File: config.mk
export PLATFORM = sky130hd
export DESIGN_NAME = cfg_lut_array
export DESIGN_NICKNAME = d
export VERILOG_FILES = /design/src/rtl/cfg_lut_array.sv
export SDC_FILE = /design/constraint.sdc
export NUM_CORES = 1
export LEC_CHECK = 0
export CAP_MARGIN = 40
export CORE_UTILIZATION = 55
export CTS_BUF_LIST = sky130_fd_sc_hd__clkbuf_8 sky130_fd_sc_hd__clkbuf_16
export DETAILED_ROUTE_END_ITERATION = 10
export PLACE_DENSITY = 0.76
export SYNTH_ARGS = -nofsm -noshare
export SYNTH_HDL_FRONTEND = slang
export SYNTH_SLANG_ARGS = --single-unit
export TNS_END_PERCENT = 30
File: constraint.sdc
create_clock -name clk -period 3.17 [get_ports clk]
set_input_delay 0.7925 -clock clk [delete_from_list [all_inputs] [get_ports clk]]
set_output_delay 0.7925 -clock clk [all_outputs]
set_load 0.1 [all_outputs]
File: src/rtl/cfg_lut_array.sv
// Array of NLUT serially configured K-input LUTs. Each LUT output is either
// combinational or registered, and a new configuration commits atomically.
module cfg_lut_array #(
  parameter int K    = 3,
  parameter int NLUT = 2
) (
  input  logic                clk,
  input  logic                rst_n,
  input  logic                cfg_start,
  input  logic                cfg_valid,
  input  logic                cfg_din,
  output logic                cfg_ready,
  output logic                cfg_busy,
  output logic                cfg_done,
  input  logic                ce,
  input  logic [NLUT*K-1:0]   lut_in,
  output logic [NLUT-1:0]     lut_out
);

  localparam int TW   = 2 ** K;
  localparam int SEG  = TW + 1;
  localparam int CW   = NLUT * SEG;
  localparam int CNTW = $clog2(CW);
  localparam logic [CNTW-1:0] LAST = CNTW'(CW - 1);

  typedef enum logic [1:0] {IDLE, LOAD, COMMIT} state_t;

  state_t          state;
  logic [CNTW-1:0] cnt;
  // Only CW-1 bits need storing: the final bit goes straight into active.
  logic [CW-1:1]   shadow;
  logic [CW-1:0]   shadow_next;
  logic [CW-1:0]   active;
  logic [NLUT-1:0] comb;
  logic [NLUT-1:0] mode;
  logic [NLUT-1:0] q;

  assign shadow_next = {cfg_din, shadow};

  // Active is written on the last accept, so the new function and cfg_done
  // appear together in the single COMMIT cycle.
  always_ff @(posedge clk) begin
    // NOTE: sequential state uses non-blocking assignments so every flop
    // samples pre-edge values, independent of statement order.
    if (!rst_n) begin
      state     <= IDLE;
      cnt       <= '0;
      shadow    <= '0;
      active    <= '0;
      cfg_ready <= 1'b0;
      cfg_busy  <= 1'b0;
      cfg_done  <= 1'b0;
    end else begin
      cfg_done <= 1'b0;
      unique case (state)
        IDLE: begin
          if (cfg_start) begin
            state     <= LOAD;
            cnt       <= '0;
            shadow    <= '0;
            cfg_ready <= 1'b1;
            cfg_busy  <= 1'b1;
          end
        end
        LOAD: begin
          if (cfg_start) begin
            cnt    <= '0;
            shadow <= '0;
          end else if (cfg_valid) begin
            shadow <= shadow_next[CW-1:1];
            if (cnt == LAST) begin
              active    <= shadow_next;
              state     <= COMMIT;
              cnt       <= '0;
              cfg_ready <= 1'b0;
              cfg_done  <= 1'b1;
            end else begin
              cnt <= cnt + 1'b1;
            end
          end
        end
        COMMIT: begin
          state    <= IDLE;
          cfg_busy <= 1'b0;
        end
        default: state <= IDLE;
      endcase
    end
  end

  always_comb begin
    // NOTE: defaults first so no path through the block leaves a latch.
    comb = '0;
    mode = '0;
    for (int i = 0; i < NLUT; i++) begin
      mode[i] = active[i*SEG + TW];
      comb[i] = active[i*SEG + int'(lut_in[i*K +: K])];
    end
  end

  // Output flops run in every state and are never cleared on commit.
  always_ff @(posedge clk) begin
    if (!rst_n)  q <= '0;
    else if (ce) q <= comb;
  end

  assign lut_out = (mode & q) | (~mode & comb);

endmodule
==> impl_metrics.py <==
metrics = {
    "outcome": {
        "outcome": "completed",
    },
    "floorplanning": {
        "fp.coreArea_sq_um": 3390,
        "rows": 21,
        "die_x_um": 62.1,
        "initial_core_util": 0.587,
        "io_pins": 17,
        "die_y_um": 62.1,
        "die_area_sq_um": 3860,
    },
    "synthesis": {
        "synthSimpleGateAreaFrac": 0.229,
        "synth_most_common_cell": "nand2_1",
        "avgSynthCellArea_sq_um": 8.58,
        "ys_ff_latch": 47,
        "syn_area_sq_um": 1990,
        "ys_top_cells_by_area": "dfxtp_1 47%, nand2_1 10%, a21oi_1 10%, nand3_1 4.8%, mux4_2 3.4%",
        "yosysUniqueCellTypes": 34,
        "ys_seq_area_frac": 0.473,
        "synthesis.nets": 248,
        "synthXorXnorAreaFrac": 0.0132,
        "ys.flop_type": "dfxtp_1",
        "synthTopCellsByCount": "55 x nand2_1, 47 x dfxtp_1, 41 x a21oi_1, 19 x nand3_1, 11 x nor2_1",
        "synthAdderAreaFrac": 0.0252,
        "synth_area_leader_cell": "dfxtp_1",
        "synth_warnings": 0,
        "synth-edff-count": 0,
        "postSynthCellCount": 232,
        "yosysTopAreaCellShare": 0.473,
        "synthArstFlopShare": 0,
        "yosys-mux-area-fraction": 0.0799,
        "synth-compound-area-share": 0.135,
        "synth_top_family_by_area": "simple AND/OR/NAND/NOR gates",
    },
    "cells_and_area": {
        "fin_nets": 267,
        "regArea_sq_um": 941,
        "multi_input_comb_area_sq_um": 1000,
        "fillCellCount": 267,
        "drive_gt1_frac": 0.159,
        "antenna_cells": 0,
        "utilization": 0.703,
        "final_cells": 298,
        "syn_to_final_growth_pct": 19.7,
    },
    "critical_path": {
        "cp_slowest_cell": "mux4_2",
        "start_kind": "input pin",
        "critPathCaptureType": "primary output",
        "crit_family": "multiplexers",
        "required_ps": 2380,
        "cpPeakStageDelay_ps": 490,
        "critPathKind": "in2out",
        "critPathBufInv": 2,
        "crit_chain": "buf_6 -> ha_4 -> mux4_2 -> mux2i_1 -> a221o_1 -> a31oi_4 -> buf_12",
        "crit_fanout": 5,
        "crit_arrival_ps": 2350,
    },
    "global_routing": {
        "grt_start_max_net_pins": 33,
        "grt_pass1_vias": 1609,
        "overflow": 0,
        "grt_first_pass_wirelength_um": 7020,
        "grtUsageTotal": 0.230,
        "antenna_found_initial": 0,
    },
    "job": {
        "cap_violations": 0,
    },
    "clock_tree": {
        "worstSkewPairLatency_ps": 300,
        "clock_path_buffers": 2,
        "cts_num_sinks": 47,
        "cts_tree": "done",
        "cts_max_level": 2,
        "root_buffer": "clkbuf_8",
        "numCtsBuffers": 5,
        "clk_pin_slew_ps": 90,
    },
    "timing": {
        "fin_crit_sh": 0.992,
        "finalSetupViolCount": 0,
        "worstMarginPinSlew_ps": 614,
        "drv_slew": 0,
        "fmax_mhz": 318,
        "slew_headroom": 0.590,
        "final-hold-violation-count": 0,
        "rsz0062_at_grt": "yes",
        "fin_skew_ps": 8.13,
        "min_period_ps": 3140,
    },
    "place": {
        "dp.cells": 289,
        "io_buffers": 16,
        "dp_hpwl_um": 2660,
        "place_congestion": 0.774,
    },
    "detailed_routing": {
        "avgRoutedWirePerCell_um": 13.7,
        "drc": 0,
        "detail_route.iter0.violations": 79,
        "dr.pass1.iters": 4,
        "vias": 1639,
        "ant_nets": 0,
        "viasPerCell": 5.50,
        "routed_wl_um": 4100,
    },
    "power_and_ir_drop": {
        "power.leakage_uw": 0.000825,
        "powerDensity_nw_per_um2": 491,
        "peakVddDrop_mv": 0.314,
    },
    "hold_path": {
        "hold_path_class": "reg2reg",
    },
}
==> stage by stage <==
step | TNS [ps] | area, sq um | total power [uW] | setup WS [ps] | hold WS, ps
floorplan | 0 | 2020 | 686 | 13.9 | 432
global placement | -493 | 2240 | 727 | -316 | 441
detailed placement | -568 | 2240 | 729 | -369 | 447
CTS | -157 | 2350 | 1170 | -157 | 459
global route | -21.9 | 2380 | 1210 | -21.9 | 482
finish | 0 | 2380 | 1170 | 26.6 | 456
==> worst min-delay path, cell delays in order (launching register included) <==
cell	delay, ps
dfxtp_1	320
nand2_1	50
a21oi_1	50
==> sequential cells by signal (all words and copies together), names as in the netlist <==
register / count
active: 18
cfg_ready: 1
cfg_done: 1
shadow: 17
state: 2
q: 2
cfg_busy: 1
cnt: 5
==> cell families after synthesis <==
kind of cell | count (synthesis)
AO/OA/AOI/OAI | 50
buffers and inverters | 18
adder cells (fa/ha/maj) | 4
XOR/XNOR | 3
flip-flops | 47
multiplexers | 10
AND/OR/NAND/NOR | 100
==> routing by layer <==
metal / vias to the layer above / wire length, um / global-route usage
met3: 8 / 180 / 0.0680
met2: 38 / 1980 / 0.385
met4: 0 / 62 / 0.0756
li1: 833 / - / -
met1: 760 / 1880 / 0.284
met5: - / 0 / 0
==> path summary, 6_finish.rpt <==
path	startpoint	to	slack, ps	cells past startpoint
hold reg to reg	active[12]	active[12]	460	2
setup reg to reg	cnt[0]	active[8]	1360	5
hold / removal	active[12]	active[12]	460	2
setup / recovery	lut_in[4]	lut_out[1]	30	7
==> layout by cell type (no fill, tap or decap), drive strengths merged, types with 2 or more instances in the layout <==
master | synthesis | layout
a31oi | 2 | 2
a21oi | 41 | 41
o21ai | 3 | 3
clkdlybuf4s50 | 0 | 7
nand3 | 19 | 19
inv | 5 | 5
nor2 | 12 | 12
xnor2 | 3 | 3
mux2 | 4 | 4
dfxtp | 47 | 47
mux4 | 4 | 4
nor4 | 2 | 2
clkbuf | 7 | 6
a211oi | 2 | 2
nand2 | 55 | 55
and3 | 2 | 2
mux2i | 2 | 2
nor3 | 3 | 3
buf | 6 | 16
ha | 4 | 4
==> area by class of cell <==
cell class                 instances  share of cell area
clock buffer                       6              0.0347
clock inverter                     2              0.0147
inverter                           5             0.00788
multi-input combinational        167               0.421
sequential                        47               0.395
tap                               46              0.0242
timing repair buffer              25               0.102
==> power breakdown <==
| group | switching [uW] | total, uW | internal (uW) |
|---|---|---|---|
| logic | 71.5 | 120 | 48.1 |
| clock network | 196 | 451 | 255 |
| registers | 4.38 | 599 | 595 |
==> timing repair <==
| item | 4_1_cts | 5_1_grt |
|---|---|---|
| hold buffers | 0 | 0 |
| setup endpoints to repair | 2 | 1 |
| pin swaps | 2 | 4 |
| setup buffers | 0 | 1 |
| resized for setup | 3 | 12 |
Note: power is estimated with default switching activity, not from simulation.
